[src/rtl/sram_arbiter.sv]
// Tile-map SRAM arbiter: video reads, game reads/writes and a full-map clear
// share one single-port RAM. Video normally wins, but a game request denied
// for STARVE_MAX cycles overrides video for one access.
module sram_arbiter #(
    parameter int unsigned ADDR_WIDTH = 13,
    parameter int unsigned DATA_WIDTH = 3,
    parameter int unsigned DEPTH      = 4800,
    parameter int unsigned CLEAR_VAL  = 0,
    parameter int unsigned STARVE_MAX = 4
) (
    input  logic                  i_clk,
    input  logic                  i_rstn,
    input  logic                  i_vid_req,
    input  logic [ADDR_WIDTH-1:0] i_vid_addr,
    output logic                  o_vid_valid,
    output logic [DATA_WIDTH-1:0] o_vid_data,
    output logic                  o_vid_miss,
    input  logic                  i_gm_req,
    input  logic                  i_gm_we,
    input  logic [ADDR_WIDTH-1:0] i_gm_addr,
    input  logic [DATA_WIDTH-1:0] i_gm_wdata,
    output logic                  o_gm_ack,
    output logic                  o_gm_rvalid,
    output logic [DATA_WIDTH-1:0] o_gm_rdata,
    input  logic                  i_clr_start,
    output logic                  o_clr_busy,
    output logic                  o_clr_done,
    output logic [ADDR_WIDTH-1:0] o_ram_addr,
    output logic                  o_ram_write,
    output logic [DATA_WIDTH-1:0] o_ram_data,
    input  logic [DATA_WIDTH-1:0] i_ram_data
);

    localparam int unsigned StarveW = $clog2(STARVE_MAX + 1);
    localparam logic [ADDR_WIDTH-1:0] LastAddr    = ADDR_WIDTH'(DEPTH - 1);
    localparam logic [DATA_WIDTH-1:0] ClearData   = DATA_WIDTH'(CLEAR_VAL);
    localparam logic [StarveW-1:0]    StarveLimit = StarveW'(STARVE_MAX);

    typedef enum logic [0:0] {StIdle, StClear} state_e;

    state_e                  state_q;
    logic [ADDR_WIDTH-1:0]   clr_addr_q;
    logic [StarveW-1:0]      starve_q;
    logic                    vid_valid_q;
    logic                    vid_miss_q;
    logic                    gm_rvalid_q;
    logic                    clr_busy_q;
    logic                    clr_done_q;

    logic starved;
    logic gm_grant;
    logic vid_grant;
    logic vid_drop;

    // Grant decision: starved game > video > game, nothing granted while clearing.
    always_comb begin
        starved   = 1'b0;
        gm_grant  = 1'b0;
        vid_grant = 1'b0;
        vid_drop  = 1'b0;
        if (state_q == StIdle) begin
            starved   = i_gm_req && (starve_q == StarveLimit);
            vid_grant = i_vid_req && !starved;
            vid_drop  = i_vid_req && starved;
            gm_grant  = i_gm_req && (starved || !i_vid_req);
        end
    end

    // RAM port mux: exactly one requester drives the RAM each cycle.
    always_comb begin
        o_ram_addr  = '0;
        o_ram_write = 1'b0;
        o_ram_data  = '0;
        if (state_q == StClear) begin
            o_ram_addr  = clr_addr_q;
            o_ram_write = 1'b1;
            o_ram_data  = ClearData;
        end else if (gm_grant) begin
            o_ram_addr  = i_gm_addr;
            o_ram_write = i_gm_we;
            o_ram_data  = i_gm_wdata;
        end else if (vid_grant) begin
            o_ram_addr  = i_vid_addr;
        end
    end

    // State machine, counters and registered status flags.
    always_ff @(posedge i_clk or negedge i_rstn) begin
        if (!i_rstn) begin
            state_q     <= StIdle;
            clr_addr_q  <= '0;
            starve_q    <= '0;
            vid_valid_q <= 1'b0;
            vid_miss_q  <= 1'b0;
            gm_rvalid_q <= 1'b0;
            clr_busy_q  <= 1'b0;
            clr_done_q  <= 1'b0;
        end else begin
            vid_valid_q <= vid_grant;
            vid_miss_q  <= vid_drop;
            gm_rvalid_q <= gm_grant && !i_gm_we;
            clr_done_q  <= 1'b0;
            unique case (state_q)
                StIdle: begin
                    if (gm_grant) begin
                        starve_q <= '0;
                    end else if (i_gm_req && (starve_q != StarveLimit)) begin
                        starve_q <= starve_q + 1'b1;
                    end
                    if (i_clr_start) begin
                        state_q    <= StClear;
                        clr_addr_q <= '0;
                        clr_busy_q <= 1'b1;
                    end
                end
                StClear: begin
                    // i_clr_start is deliberately ignored here: no restart.
                    if (clr_addr_q == LastAddr) begin
                        state_q    <= StIdle;
                        clr_busy_q <= 1'b0;
                        clr_done_q <= 1'b1;
                    end else begin
                        clr_addr_q <= clr_addr_q + 1'b1;
                    end
                end
            endcase
        end
    end

    // The RAM's own output register supplies the one-cycle read latency, so
    // read data is forwarded (zeroed when not valid) rather than re-registered.
    assign o_vid_data  = vid_valid_q ? i_ram_data : '0;
    assign o_gm_rdata  = gm_rvalid_q ? i_ram_data : '0;
    assign o_vid_valid = vid_valid_q;
    assign o_vid_miss  = vid_miss_q;
    assign o_gm_ack    = gm_grant;
    assign o_gm_rvalid = gm_rvalid_q;
    assign o_clr_busy  = clr_busy_q;
    assign o_clr_done  = clr_done_q;

endmodule

[config.mk]
export PLATFORM = sky130hd
export DESIGN_NAME = sram_arbiter
export DESIGN_NICKNAME = d
export VERILOG_FILES = /design/src/rtl/sram_arbiter.sv
export SDC_FILE = /design/constraint.sdc
export NUM_CORES = 1
export LEC_CHECK = 0
export ABC_CLOCK_PERIOD_IN_PS = 2000
export CAP_MARGIN = 20
export CORE_MARGIN = 2
export CORE_UTILIZATION = 37
export CTS_BUF_LIST = sky130_fd_sc_hd__clkbuf_4 sky130_fd_sc_hd__clkbuf_8 sky130_fd_sc_hd__clkbuf_16
export CTS_CLUSTER_SIZE = 28
export DETAILED_ROUTE_END_ITERATION = 7
export PLACE_DENSITY = 0.79
export SLEW_MARGIN = 10
export SYNTH_ARGS = -nofsm -noshare
export SYNTH_HDL_FRONTEND = slang
export SYNTH_SLANG_ARGS = --single-unit
[constraint.sdc]
create_clock -name i_clk -period 2 [get_ports i_clk]
set_input_delay 0.4 -clock i_clk [delete_from_list [all_inputs] [get_ports i_clk]]
set_output_delay 0.4 -clock i_clk [all_outputs]
set_load 0.05 [all_outputs]
==> results.json, run 1 <==
{
  "p_sw_uw": 1084,
  "cellPowerDensity_nw_per_um2": 888.3,
  "totalWireLength_um": 5607,
  "place_congestion": 0.8214,
  "ys_async_sr_fraction_pct": 100.0,
  "crit_arrival_ns": 1.97,
  "critical_path_required_ns": 1.60,
  "hold_slack_ns": 0.5049,
  "synth.avg_cell_area_um2": 8.684,
  "area_growth_pct": 96.93,
  "synth.net_count": 210,
  "dr.first_iter.drc_count": 124,
  "htreeDepth": 1,
  "core-area_um2": 3744,
  "seq_power_share_pct": 27.0,
  "synth.yosys.seq_area_share_pct": 37.51,
  "grt_max_degree": 25,
  "p_leak_uw": 0.001212,
  "ir_drop_uv": 601.8,
  "diodes": 0,
  "ys_types": 46,
  "grt_pass1_wl_um": 8956,
  "yosys.area_share.simple_pct": 23.10,
  "cp-start-kind": "flop",
  "skew_ns": 0.001334,
  "cts_root_buffer": "clkbuf_8",
  "reg2reg_from": "clr_addr_q[0]",
  "die_h_um": 66.98,
  "wl_per_cell_um": 18.57,
  "routed-wl-met2_um": 3116,
  "p_clk_share_pct": 17.3,
  "ys_seq_elements": 22,
  "p_comb_share_pct": 55.7,
  "synthXorXnorAreaFrac_pct": 1.194,
  "synth_common_cells": "dfrtp_1 (22), o21ai_0 (18), nand2_1 (17)",
  "postRouteAntennaNets": 0,
  "wl_met3_um": 313,
  "synth-compound-area-share_pct": 27.20,
  "synthFlopType": "dfrtp_1",
  "period_minus_slack_ns": 2.367,
  "fmax_mhz": 422.4,
  "drive_gt1_share_pct": 37.80,
  "grt_pass1_vias": 1806,
  "synthTopCellsByArea": "dfrtp_1 (38%), o21ai_0 (6.1%), nand2_1 (4.3%)",
  "setup_viol": 18,
  "row_count": 22,
  "maxUsedRoutingLayer": "met4",
  "viasPerCell": 5.738,
  "multi_input_area_um2": 1061,
  "r2r_cells": 6,
  "nets": 296,
  "rsz0062_at_grt": "yes",
  "maxSlewHeadroom_pct": 63.67,
  "synth.most_common_cell": "dfrtp_1",
  "worst_slew_pin_slew_ns": 0.5432,
  "netlist.area_leader.share_pct": 37.51,
  "cts.sinks": 22,
  "r2r_slack_ns": 0.19,
  "cts_buffers": 3,
  "fillers": 263,
  "grt_use_total_pct": 27.58,
  "first_pass_iters": 5,
  "netlist_area_um2": 1468,
  "post-dp-hpwl_um": 3917,
  "die_w_um": 66.98,
  "regArea_um2": 551.8,
  "hold_buffers": 0,
  "grt.overflow.total": 0,
  "violations": "setup timing",
  "synthAdderAreaFrac_pct": 2.558,
  "cp_max_fo": 3,
  "end_kind": "output port",
  "dieArea_um2": 4486,
  "drc_errors": 0,
  "fin_crit_sh_pct": 118.4,
  "finalMaxSlewViolations": 0,
  "internal_power_uw": 1484,
  "cap_violations": 0,
  "total_power_uw": 2567,
  "timing.rr.end": "clr_addr_q[9]",
  "start_util_pct": 39.20,
  "io_pins": 67,
  "synth_edf_count": 0,
  "finalSetupTns_ns": -4.341,
  "muxShareOfSynthArea_pct": 1.449,
  "swShare_pct": 42.21,
  "cts.clk_slew.worst_paths_ns": 0.09,
  "synth_top_area_cell": "dfrtp_1",
  "synth_cells": 169,
  "clk-insertion-delay-late_ns": 0.28,
  "routedLengthMet1_um": 1974,
  "io_buffers": 66,
  "cts_tree": "built",
  "ys.warnings.count": 0,
  "synth_top_family_by_area": "compound AO/OA/AOI/OAI gates",
  "finalHoldViolCount": 0,
  "cts_buffer_depth": 2,
  "fin_ws_ns": -0.3672,
  "hold_class": "input port to asynchronous set/reset pin",
  "antenna_found_initial": 0,
  "outcome": "finished, violations left",
  "worstSetupPathType": "flop to output port",
  "vias": 1733
}
-- timing repair --
action                                  in CTS  in global routing
endpoints found under the hold margin        0                  0
pin swaps                                    8                  7
gates resized for setup                     16                 10
setup buffers                                5                  4
gates cloned                                 0                  0
endpoints found under the setup margin      18                 18
-- worst max path at each step --
stage	from	cells past startpoint	to
final	starve_q[1]	9	o_ram_addr[10]
after global routing	starve_q[1]	9	o_ram_addr[10]
after CTS	starve_q[1]	9	o_ram_addr[4]
after detailed placement	i_vid_req	7	o_ram_addr[4]
after global placement	i_vid_req	7	o_ram_addr[3]
after floorplan	state_q	3	o_gm_ack
-- cell families (layout without fill, tap and decap cells) --
| family | after synthesis | after routing |
|---|---|---|
| AOI/OAI and AO/OA | 57 | 57 |
| xor gates and xnor gates | 2 | 2 |
| adders and majority gates | 3 | 3 |
| buffers and inverters | 23 | 108 |
| DFF | 22 | 22 |
| muxes | 2 | 2 |
| and+or+nand+nor | 60 | 60 |
-- flip-flops by register name (all words and copies together), names as in the netlist --
| register | flops |
|---|---|
| clr_addr_q | 13 |
| o_vid_valid | 1 |
| starve_q | 3 |
| state_q | 1 |
| o_clr_done | 1 |
| o_clr_busy | 1 |
| o_gm_rvalid | 1 |
| o_vid_miss | 1 |
-- through the flow --
stage                     utilization, %  cells  setup WS, ns  cell area, um^2
after global routing               77.21    302       -0.4090             2890
after global placement             71.29    292       -0.2729             2669
after floorplan                        -    169      -0.03320             1630
final                              77.21    302       -0.3672             2890
after detailed placement           71.29    292       -0.3312             2669
after CTS                          76.00    301       -0.2723             2845
-- cells in the final DEF, fill, tap and decap left out, drive strengths merged, types with 5 or more instances in the layout --
cell           synthesis  routed
nor2                   6       6
clkdlybuf4s50          0      40
inv                   15      15
a22oi                  6       6
dfrtp                 22      22
nand3                  6       6
nor3                   5       5
a221oi                 7       7
a21oi                  8       8
nand2                 17      17
and2                   8       8
buf                    5      47
and3                   6       6
o21ai                 19      19
-- metal layers --
| metal | track usage [%] | up-vias |
|---|---|---|
| met2 | 53.50 | 79 |
| met5 | 0 | - |
| met3 | 4.223 | 18 |
| li1 | - | 801 |
| met1 | 28.08 | 835 |
| met4 | 13.78 | 0 |
-- critical path, stage by stage, from the launching register on --
cell,delay [ns]
dfrtp_1,0.35
inv_1,0.05
ha_2,0.19
and2_4,0.15
a211oi_4,0.26
buf_4,0.19
a221oi_2,0.06
buf_4,0.16
a21oi_4,0.12
buf_12,0.15
-- cell type report --
class,count,share of cell area [%]
multi-input combinational,124,36.71
tap,48,2.078
timing repair buffer,89,37.71
clock inverter,1,1.039
sequential,22,19.09
inverter,15,1.948
clock buffer,3,1.429
-- power groups by stage --
stage | sequential [uW] | clock (uW) | combinational [uW]
floorplan | 657 | 0 | 778
global placement | 689 | 0 | 1360
detailed placement | 697 | 0 | 1390
CTS | 688 | 441 | 1410
global route | 706 | 459 | 1500
finish | 693 | 444 | 1430
Note: power is estimated with default switching activity, not from simulation.
==> run 2: changes to the inputs <==
--- a/config.mk
+++ b/config.mk
@@ -6,8 +6,8 @@
 export NUM_CORES = 1
 export LEC_CHECK = 0
 export ABC_CLOCK_PERIOD_IN_PS = 2000
-export CAP_MARGIN = 20
-export CORE_MARGIN = 2
+export CAP_MARGIN = 25
+export CORE_MARGIN = 4
 export CORE_UTILIZATION = 37
 export CTS_BUF_LIST = sky130_fd_sc_hd__clkbuf_4 sky130_fd_sc_hd__clkbuf_8 sky130_fd_sc_hd__clkbuf_16
 export CTS_CLUSTER_SIZE = 28
==> run 2 against run 1 <==
  * The flow still finishes with violations (setup timing)
  * First-iteration DRC count up 19%
  * Hold slack better by 0.0032 ns
  * Flip-flop and latch count unchanged
  * Critical path type unchanged
  * Critical endpoint is now o_ram_addr[1]
  * Largest power group unchanged
==> results.json, run 2 (synthesis results as in run 1) <==
{
  "violations": "setup timing",
  "fin_crit_sh_pct": 117.1,
  "grt_pass1_wl_um": 9425,
  "cts.sinks": 22,
  "fin_ws_ns": -0.3429,
  "row_count": 22,
  "end_kind": "output port",
  "cts.clk_slew.worst_paths_ns": 0.09,
  "nets": 297,
  "rsz0062_at_grt": "yes",
  "place_area_um2": 2681,
  "area_growth_pct": 99.06,
  "finalSetupTns_ns": -5.114,
  "reg2reg_from": "clr_addr_q[0]",
  "utilization_pct": 78.04,
  "cts_buffers": 3,
  "grt.overflow.total": 0,
  "drive_gt1_share_pct": 37.65,
  "finalHoldViolCount": 0,
  "cts_root_buffer": "clkbuf_8",
  "maxSlewHeadroom_pct": 63.76,
  "skew_ns": 0.003968,
  "cp-start-kind": "flop",
  "most-common-layout-cells": "clkdlybuf4s50_1 (41), buf_12 (25), dfrtp_1 (21)",
  "ir_drop_uv": 801.3,
  "critical_path_required_ns": 1.60,
  "hold_buffers": 0,
  "worst_slew_pin_slew_ns": 0.5418,
  "first_pass_iters": 4,
  "outcome": "finished, violations left",
  "die_w_um": 70.98,
  "io_pins": 67,
  "p_leak_uw": 0.001225,
  "top_regs": "clr_addr_q x13, starve_q x3",
  "diodes": 0,
  "place_congestion": 0.8051,
  "stdcell_count": 303,
  "post-dp-hpwl_um": 4081,
  "use_met1_pct": 26.97,
  "grt_pass1_vias": 1866,
  "htreeDepth": 1,
  "dp_cells": 292,
  "r2r_cells": 6,
  "use_met3_pct": 4.403,
  "io_buffers": 66,
  "cts_tree": "built",
  "drc_errors": 0,
  "setup_viol": 18,
  "largest-register": "clr_addr_q",
  "core-area_um2": 3744,
  "die_h_um": 70.98,
  "start_util_pct": 39.20,
  "hold_class": "input port to asynchronous set/reset pin",
  "vias": 1775,
  "r2r_slack_ns": 0.16,
  "period_minus_slack_ns": 2.343,
  "cellPowerDensity_nw_per_um2": 876.4,
  "worstSetupPathType": "flop to output port",
  "fmax_mhz": 426.8,
  "cts_buffer_depth": 2,
  "grt_use_total_pct": 23.98,
  "mostFrequentLayoutCell": "clkdlybuf4s50_1",
  "final_area_um2": 2922,
  "totalWireLength_um": 5891,
  "timing.rr.end": "clr_addr_q[9]",
  "cp_max_fo": 5,
  "clk-insertion-delay-late_ns": 0.28,
  "grt.busiest_layer": "met2",
  "finalMaxSlewViolations": 0,
  "postRouteAntennaNets": 0,
  "wl_per_cell_um": 19.44,
  "use_met2_pct": 43.36,
  "antenna_found_initial": 0,
  "dieArea_um2": 5038,
  "dr.first_iter.drc_count": 147,
  "viasPerCell": 5.858,
  "largest_reg_flops": 13,
  "cap_violations": 0,
  "grt_max_degree": 39,
  "crit_arrival_ns": 1.94,
  "preCtsSetupSlack_ns": -0.3211
}
==> run 2: what timing repair did <==
action                     CTS  global route
gates resized for setup     17            11
pin swaps                    9            10
buffers inserted             9             2
setup endpoints to repair   18            18
hold endpoints to repair     0             0
==> run 2: final cells by class <==
| cell class | instances | area (um^2) |
|---|---|---|
| clock buffer | 3 | 41.29 |
| tap | 48 | 60.06 |
| inverter | 15 | 56.30 |
| timing repair buffer | 90 | 1122 |
| fill | 244 | 822.0 |
| sequential | 22 | 551.8 |
| multi-input combinational | 124 | 1060 |
| clock inverter | 1 | 30.03 |
==> run 2: worst max-delay path by stage <==
stage	from	end	slack, ns	depth (start not counted)
floorplan	state_q	o_gm_ack	-0.03	3
detailed placement	i_gm_req	o_ram_addr[9]	-0.32	6
CTS	starve_q[1]	o_ram_addr[5]	-0.35	9
finish	starve_q[1]	o_ram_addr[1]	-0.34	9
global placement	i_gm_req	o_ram_addr[4]	-0.24	6
global route	starve_q[1]	o_ram_addr[3]	-0.43	9
==> run 2: per-layer routing <==
| metal | wire, um | vias up |
|---|---|---|
| met3 | 335 | 19 |
| li1 | - | 800 |
| met4 | 197 | 0 |
| met5 | 0 | - |
| met1 | 2023 | 867 |
| met2 | 3334 | 89 |
==> run 2: power by group <==
part / leakage [uW] / switching (uW) / internal [uW]
logic: 0.000917 / 755 / 676
clock network: 0.0000357 / 170 / 268
registers: 0.000273 / 149 / 542
==> run 2: per-stage QoR <==
step                      power (uW)  hold slack [ns]
after global placement          2056           0.4913
after floorplan                 1435           0.1044
after CTS                       2545           0.4793
after global routing            2680           0.5424
final                           2560           0.5081
after detailed placement        2092           0.5050
==> run 2: critical path, cell delays in order (launching register included) <==
cell and delay (ns):
dfrtp_1 0.36, inv_1 0.05, ha_2 0.19, and2_4 0.15, a211oi_4 0.24, buf_4 0.16
buf_6 0.12, a22oi_2 0.07, o21ai_4 0.17, buf_12 0.15
==> run 3: changes to the inputs <==
--- a/config.mk
+++ b/config.mk
@@ -8,11 +8,12 @@
 export ABC_CLOCK_PERIOD_IN_PS = 2000
 export CAP_MARGIN = 25
 export CORE_MARGIN = 4
-export CORE_UTILIZATION = 37
+export CORE_UTILIZATION = 56
 export CTS_BUF_LIST = sky130_fd_sc_hd__clkbuf_4 sky130_fd_sc_hd__clkbuf_8 sky130_fd_sc_hd__clkbuf_16
 export CTS_CLUSTER_SIZE = 28
 export DETAILED_ROUTE_END_ITERATION = 7
-export PLACE_DENSITY = 0.79
+export DONT_BUFFER_PORTS = 1
+export PLACE_DENSITY = 0.77
 export SLEW_MARGIN = 10
 export SYNTH_ARGS = -nofsm -noshare
 export SYNTH_HDL_FRONTEND = slang
==> run 3 against run 2 <==
  * The flow still finishes with violations (setup timing)
  * Maximum frequency decreased by 0.92%
  * Clock power fell by 45%
  * Critical path type unchanged
  * Die area is 30% lower
  * Routed wire length is 8.1% lower
  * Critical endpoint is now o_ram_addr[3]
  * Non-clock buffer count fell by 58
  * Utilization up 11 points
  * Worst setup slack got worse by 0.022 ns
  * Global-route usage is 6.6 points higher
  * First-iteration DRC count rose by 15%
  * Clock-buffer cell count is 1 higher
  * Hold slack got worse by 0.37 ns
  * Final cell count shrank 25%
==> results.json, run 3 (synthesis results as in run 1) <==
{
  "end_kind": "output port",
  "finalHoldViolCount": 0,
  "outcome": "finished, violations left",
  "routedLengthMet1_um": 1774,
  "p_leak_uw": 0.0009327,
  "worst_slew_pin_slew_ns": 0.5170,
  "grt_pass1_wl_um": 7969,
  "grt_max_degree": 39,
  "wl_per_cell_um": 23.85,
  "nets": 239,
  "crit_arrival_ns": 1.96,
  "slowest_stage": "dfrtp_1",
  "period_minus_slack_ns": 2.365,
  "grt_pass1_vias": 1625,
  "rsz0062_at_grt": "yes",
  "place_congestion": 0.8345,
  "worstSetupPathType": "flop to output port",
  "cts.sinks": 22,
  "top_regs": "clr_addr_q x13, starve_q x3",
  "ir_drop_uv": 1364,
  "diodes": 0,
  "seq_power_share_pct": 30.3,
  "cap_violations": 0,
  "drc_errors": 0,
  "final_area_um2": 2205,
  "io_buffers": 0,
  "crit_family": "compound AO/OA/AOI/OAI gates",
  "start_util_pct": 59.24,
  "cp-start-kind": "flop",
  "grt_use_total_pct": 30.54,
  "maxSlewHeadroom_pct": 65.54,
  "cp_num_buf_inv": 3,
  "area_growth_pct": 50.21,
  "most-common-layout-cells": "dfrtp_1 (21), nand2_1 (15), buf_12 (15)",
  "drive_gt1_share_pct": 40.61,
  "grt.overflow.total": 0,
  "totalWireLength_um": 5415,
  "die_w_um": 59.20,
  "cts_buffers": 3,
  "finalSetupTns_ns": -5.308,
  "skew_ns": 0.002766,
  "cellPowerDensity_nw_per_um2": 1043,
  "routed-wl-met2_um": 2938,
  "fin_ws_ns": -0.3646,
  "violations": "setup timing",
  "antenna_found_initial": 0,
  "p_sw_uw": 1056,
  "critical_path_required_ns": 1.60,
  "finalMaxSlewViolations": 0,
  "die_h_um": 59.20,
  "vias": 1619,
  "fmax_mhz": 422.9,
  "row_count": 18,
  "post-dp-hpwl_um": 3494,
  "dieArea_um2": 3504,
  "dr.first_iter.drc_count": 169,
  "worstPathCellList": "inv_1, ha_2, and2_4, a211oi_4, buf_6, a221oi_2, a21oi_2, buf_12",
  "mostFrequentLayoutCell": "dfrtp_1",
  "p_clk_share_pct": 10.4,
  "wl_met3_um": 523,
  "io_pins": 67,
  "clk-insertion-delay-late_ns": 0.31,
  "first_pass_iters": 4,
  "cp_max_fo": 7,
  "fin_crit_sh_pct": 118.2,
  "hold_class": "input port to flop",
  "largest_reg_flops": 13,
  "max_stage_delay_ns": 0.38,
  "cts_buffer_depth": 2,
  "place_area_um2": 2001,
  "hold_slack_ns": 0.1408,
  "cts_tree": "built",
  "swShare_pct": 45.94,
  "core-area_um2": 2477,
  "htreeDepth": 1,
  "setup_viol": 17,
  "viasPerCell": 7.132,
  "maxUsedRoutingLayer": "met4",
  "cts_root_buffer": "clkbuf_4",
  "largest-register": "clr_addr_q",
  "internal_power_uw": 1243,
  "p_comb_share_pct": 59.3,
  "cts.clk_slew.worst_paths_ns": 0.13,
  "postRouteAntennaNets": 0
}
## run 3: changes by cell type in the layout (fill, tap and decap cells not counted), sizes merged
| cell | delta |
|---|---|
| buf | -17 |
| bufinv | -1 |
| clkbuf | +1 |
| clkdlybuf4s50 | -41 |
| dlygate4sd2 | -1 |
| dlygate4sd3 | +1 |
## run 3: layout make-up
type,instances,area [um^2]
Tap cell,30,37.54
Timing Repair Buffer,32,476.7
Fill cell,109,272.8
Inverter,15,56.30
Clock buffer,4,30.03
Sequential cell,22,551.8
Multi-Input combinational cell,124,1052
## run 3: stage by stage
| step | cells | total power, uW | worst slack [ns] | utilization [%] |
|---|---|---|---|---|
| finish | 227 | 2299 | -0.3646 | 88.99 |
| CTS | 225 | 2249 | -0.3369 | 85.86 |
| global placement | 217 | 1931 | 0.03592 | 80.76 |
| detailed placement | 217 | 1984 | -0.01697 | 80.76 |
| global route | 227 | 2403 | -0.4634 | 88.99 |
| floorplan | 169 | 1435 | -0.03320 | - |
## run 3: worst paths after layout
kind	startpoint	endpoint	slack (ns)	cells after the start
max in group asynchronous	i_rstn	state_q	1.20	2
worst max-delay path	starve_q[1]	o_ram_addr[3]	-0.36	8
min in group asynchronous	i_rstn	clr_addr_q[6]	0.40	1
worst max register to register	clr_addr_q[1]	clr_addr_q[9]	0.13	6
worst min register to register	clr_addr_q[2]	clr_addr_q[2]	0.60	1
worst min-delay path	i_gm_we	o_gm_rvalid	0.14	1
## run 3: power groups by stage
stage / clock network (uW) / registers (uW) / logic, uW
floorplan: 0 / 657 / 778
global placement: 0 / 684 / 1250
detailed placement: 0 / 688 / 1300
CTS: 238 / 681 / 1330
global route: 256 / 710 / 1440
finish: 239 / 696 / 1360
## run 3: layer usage
layer  GRT usage (%)  vias to the layer above
met4           11.97                        0
li1                -                      687
met3           6.754                       26
met1           32.41                      772
met5               0                        -
met2           57.41                      134
## run 3: timing repair
item | CTS | global route
endpoints found under the hold margin | 22 | 0
endpoints found under the setup margin | 18 | 18
pin swaps | 8 | 5
gates resized for setup | 14 | 9
hold buffers | 1 | 0
setup buffers | 2 | 1
gates cloned | 2 | 0
==> patch 1: new RTL, flow settings as in run 3 <==
Reset style: synchronous (`i_rstn`), changed in one clocked block.
--- a/src/rtl/sram_arbiter.sv
+++ b/src/rtl/sram_arbiter.sv
@@ -85,7 +85,7 @@
     end
 
     // State machine, counters and registered status flags.
-    always_ff @(posedge i_clk or negedge i_rstn) begin
+    always_ff @(posedge i_clk) begin
         if (!i_rstn) begin
             state_q     <= StIdle;
             clr_addr_q  <= '0;
Formal check against the unedited RTL: differs if i_rstn is asserted again (counterexample within 4 cycles, from zero or initial values and one cycle with i_rstn low); with i_rstn held inactive, the same outputs for 10 cycles.
==> patch 1 against run 3 <==
- the run ends with design-rule violations, negative setup slack left
- synthesized cell count rose by 7.7%
- area after synthesis shrank 4.8%
- wire length up 54%
- register-to-register slack worse by 0.33 ns
- sequential cell count stayed put
- setup slack worse by 0.11 ns
- sequential share of layout area down 4.8 points
- die area fell by 4.1%
- design area is 0.40% higher
- clock skew grew 0.0076 ns
- count of clock-buffer cells in the layout did not move
Power is not compared: it rests on default switching activity, and its combinational part moved more than twofold at a synthesized area within 25%.
==> patch 1: results (changes against run 3) <==
| Metric | Value |
|---|---|
| Met1 WL | `2.532 mm (+43%)` |
| Distinct cells, synth | `45 (-2.2%)` |
| Routed WL | `8.355 mm (+54%)` |
| GR Util met3 | `0.1158 (+0.04827)` |
| Setup ws final | `-0.4711 ns (-0.1064 ns)` |
| DIE AREA | `3359 sq um (-4.1%)` |
| # placed instances | `228 (+5.1%)` |
| Initial antenna violation count | `0 (unchanged)` |
| # DRC | `21 (+21)` |
| FFs w/ async S/R, synth | `0 (-1.000)` |
| First-pass DRT Iterations | `8 (+4)` |
| Sequential cell area | `447.9 sq um (-19%)` |
| Via count of the first global-routing pass | `1939 (+19%)` |
| Sequential Power | `0.473 mW` |
| Crit path max fanout | `16 (+9)` |
| Fraction of area in multi-input gates | `0.5280 (+0.05068)` |
| Initial DRC count | `409 (+140%)` |
| Util after Layout | `0.9635 (+0.07361)` |
| Non-clk bufs | `35 (+9.4%)` |
| Routed vias/inst | `8.510 (+19%)` |
| Worst-margin pin slew | `0.5569 ns (+0.03991 ns)` |
| Status | `complete, but fails checks` |
| Final Net Count | `255 (+6.7%)` |
| Via count of the routed design | `2051 (+27%)` |
| All-layer global routing usage | `0.4335 (+0.1281)` |
| Met3 Wirelength | `1.355 mm (+160%)` |
| RePlAce Congestion | `0.9063 (+8.6%)` |
| R2R cell count | `5 (-1)` |
| Dominant synthesized flop cell | `dfxtp_1` |
| FF+latch count | `22 (unchanged)` |
| Number of non-clock inverters | `7 (-8)` |
| Register area share after synthesis | `0.3151 (-0.05998)` |
| Largest net degree at the start of global routing | `19 (-51%)` |
| Setup repair bufs after CTS | `5 (+3)` |
| Setup Skew | `0.01037 ns (+0.007601 ns)` |
| Final non-clock buffer share | `0.2256 (+0.009320)` |
| Placed Area | `1977 sq um (-1.2%)` |
| Pre-CTS WS | `-0.09742 ns (-0.08045 ns)` |
| Setup TNS | `-7.696 ns (-2.388 ns)` |
| DP HPWL | `3.603 mm (+3.1%)` |
| Synth warn | `0 (unchanged)` |
| # setup viols final | `26 (+9)` |
| Filler cells | `46 (-58%)` |
| Met1 Use GR | `0.4844 (+0.1603)` |
| Post-cts resize count | `18 (+4)` |
| DR WL met2 | `3.551 mm (+21%)` |
| Met2 Use GR | `0.7306 (+0.1565)` |
| Critical Path AT | `2.07 ns (+0.11 ns)` |
| Failing checks | `design-rule violations, negative setup slack` |
| Slowest-stage cell, CP | `dfxtp_2` |
| Share of cells above drive strength 1 | `0.4366 (+0.03053)` |
| Clock-cell share of area | `0.01639 (+0.002773)` |
| First-pass GRT wire length | `10.84 mm (+36%)` |
patch 1: changes by cell type in the layout (fill, tap and decap cells not counted), sizes merged, moves of 3 or more:
cell	delta
nand2b	+3
inv	-8
dfrtp	-22
dfxtp	+22
buf	+4
nand2	+15
o31ai	+3
a22oi	+7
a221oi	-7
patch 1: kinds of logic (layout without fill, tap and decap cells):
group | after synthesis | count (layout) | synth area share
AO/OA/AOI/OAI | 53 | 55 | 0.2569
XOR/XNOR | 1 | 1 | 0.006268
adder cells (fa/ha/maj) | 3 | 3 | 0.02686
buffers and inverters | 17 | 46 | 0.05462
flip-flops | 22 | 22 | 0.3151
multiplexers | 2 | 2 | 0.01522
AND/OR/NAND/NOR | 84 | 84 | 0.3250
patch 1: worst paths after layout:
kind                                    start             to  slack [ns]
worst max-delay path              starve_q[1]  o_ram_addr[4]       -0.47
worst min-delay path                  i_gm_we    o_gm_rvalid        0.16
worst max register to register  clr_addr_q[9]  clr_addr_q[5]       -0.20
worst min register to register  clr_addr_q[0]  clr_addr_q[0]        0.54
==> patch 2: new RTL, config.mk and constraints of run 3 <==
Made on the original files. The parameter `DATA_WIDTH` goes from 3 to 2.
--- a/src/rtl/sram_arbiter.sv
+++ b/src/rtl/sram_arbiter.sv
@@ -3,7 +3,7 @@
 // for STARVE_MAX cycles overrides video for one access.
 module sram_arbiter #(
     parameter int unsigned ADDR_WIDTH = 13,
-    parameter int unsigned DATA_WIDTH = 3,
+    parameter int unsigned DATA_WIDTH = 2,
     parameter int unsigned DEPTH      = 4800,
     parameter int unsigned CLEAR_VAL  = 0,
     parameter int unsigned STARVE_MAX = 4
Interface: changed (5 resized); port bits go from 67 to 62. The function was not compared with the original's and may differ.
==> patch 2 against run 3 <==
- the flow still finishes with violations (negative setup slack)
- non-clock buffer count grew 7
- sequential cell count is the same
- count of clock-buffer cells in the layout is the same
- setup slack lost 0.12 ns
- sequential power grew 7.6%
- design area grew 5.1%
- wire length grew 25%
- area after synthesis shrank 0.77%
- clock power grew 3%
- die area shrank 0.67%
- power grew 9.9%
- largest power group unchanged
==> patch 2: results (changes against run 3) <==
| Metric | Value |
|---|---|
| Status | `complete, but fails checks` |
| Failing checks | `negative setup slack` |
| Share of cells above drive strength 1 | `0.4505 (+0.04440)` |
| First-pass GRT wire length | `9.811 mm (+23%)` |
| Sequential Power | `0.749 mW (+7.6%)` |
| Final Net Count | `242 (+1.3%)` |
| First-pass DRT Iterations | `7 (+3)` |
| DP HPWL | `3.550 mm (+1.6%)` |
| Register area share after synthesis | `0.3780 (+0.002900)` |
| Crit path max fanout | `11 (+4)` |
| Pint | `1.306 mW (+5.1%)` |
| Setup Skew | `0.01399 ns (+0.01123 ns)` |
| R2R cell count | `5 (-1)` |
| Routed WL | `6.768 mm (+25%)` |
| Peak supply drop | `1.269 mV (-6.9%)` |
| Setup TNS | `-6.811 ns (-1.503 ns)` |
| # setup viols final | `16 (-1)` |
| Largest net degree at the start of global routing | `32 (-18%)` |
| Relative slew slack | `0.6379 (-0.01750)` |
| Routed vias/inst | `7.565 (+6.1%)` |
| Top post-synthesis cells by count | `nand2_1 (24), dfrtp_1 (22), a21oi_1 (13)` |
| Power, Total | `2.528 mW (+9.9%)` |
| Syn nets | `206 (-1.9%)` |
| # placed instances | `219 (+0.92%)` |
| Pre-CTS WS | `-0.04481 ns (-0.02784 ns)` |
| Filler cells | `77 (-29%)` |
| Setup ws final | `-0.4835 ns (-0.1189 ns)` |
| FFs w/ async S/R, synth | `1.000 (unchanged)` |
| Clk_lat worst skew | `0.33 ns (+0.02 ns)` |
| Distinct cells, synth | `45 (-2.2%)` |
| Initial DRC count | `311 (+84%)` |
| Via count of the first global-routing pass | `1777 (+9.4%)` |
| Min-Delay Path Class | `input port to register` |
| Synthesized instance count | `167 (-1.2%)` |
| Most common cell in the netlist | `nand2_1` |
| Combinational power share | `0.606 (+0.013)` |
| Number of flops mapped to enable cells by yosys | `0 (unchanged)` |
| RePlAce Congestion | `0.8402 (+0.68%)` |
| Leakage | `0.9715 nW (+4.2%)` |
| Placed Area | `2078 sq um (+3.9%)` |
| DR WL/cell | `29.17 um (+22%)` |
| Area contributors post-synth | `dfrtp_1 (38%), nand2_1 (6.2%), a22oi_1 (4.6%)` |
==> patch 2: cell type report <==
cell class | instances | area (sq um) | share of cell area
timing repair buffer | 39 | 571.8 | 0.2469
sequential | 22 | 551.8 | 0.2382
clock buffer | 4 | 30.03 | 0.01297
inverter | 11 | 41.29 | 0.01783
multi-input combinational | 126 | 1084 | 0.4679
tap | 30 | 37.54 | 0.01621
==> patch 2: logic make-up after synthesis <==
kind of cell,Yosys count,share of synthesized area
simple gates,59,0.2268
compound gates,62,0.2912
mux,1,0.006873
xor+xnor,1,0.006015
flops,22,0.3780
buf+inv,19,0.06528
fa+ha+maj,3,0.02578
==> patch 2: worst max-delay path, stage by stage (launching register included) <==
cell and delay, ns:
dfrtp_1 0.43, inv_2 0.07, ha_4 0.17, and2_4 0.16, a211oi_4 0.29, buf_12 0.19, a22oi_2 0.10, o21ai_4 0.18
buf_12 0.16
==> patch 2: timing repair <==
item                                    4_1_cts  5_1_grt
gates cloned                                  1        0
buffers inserted                              3        3
endpoints found under the hold margin        22        0
hold buffers                                  1        0
resized for setup                            12       12
endpoints found under the setup margin       17       17
pin swaps                                     1        9
==> patch 2: per-layer routing <==
metal | global-route usage | up-vias | wire [um]
met1 | 0.4501 | 818 | 2248
li1 | - | 688 | -
met5 | 0 | - | 0
met2 | 0.6719 | 200 | 3179
met4 | 0.1424 | 0 | 468
met3 | 0.08932 | 49 | 872
==> patch 2: worst paths after layout <==
kind                          startpoint             end  slack, ns
hold reg to reg            clr_addr_q[9]   clr_addr_q[9]       0.60
max in group asynchronous         i_rstn         state_q       1.25
setup reg to reg           clr_addr_q[0]  clr_addr_q[12]       0.14
min in group asynchronous         i_rstn      o_clr_busy       0.33
hold / removal                   i_gm_we     o_gm_rvalid       0.13
setup / recovery             starve_q[0]  o_ram_addr[12]      -0.48
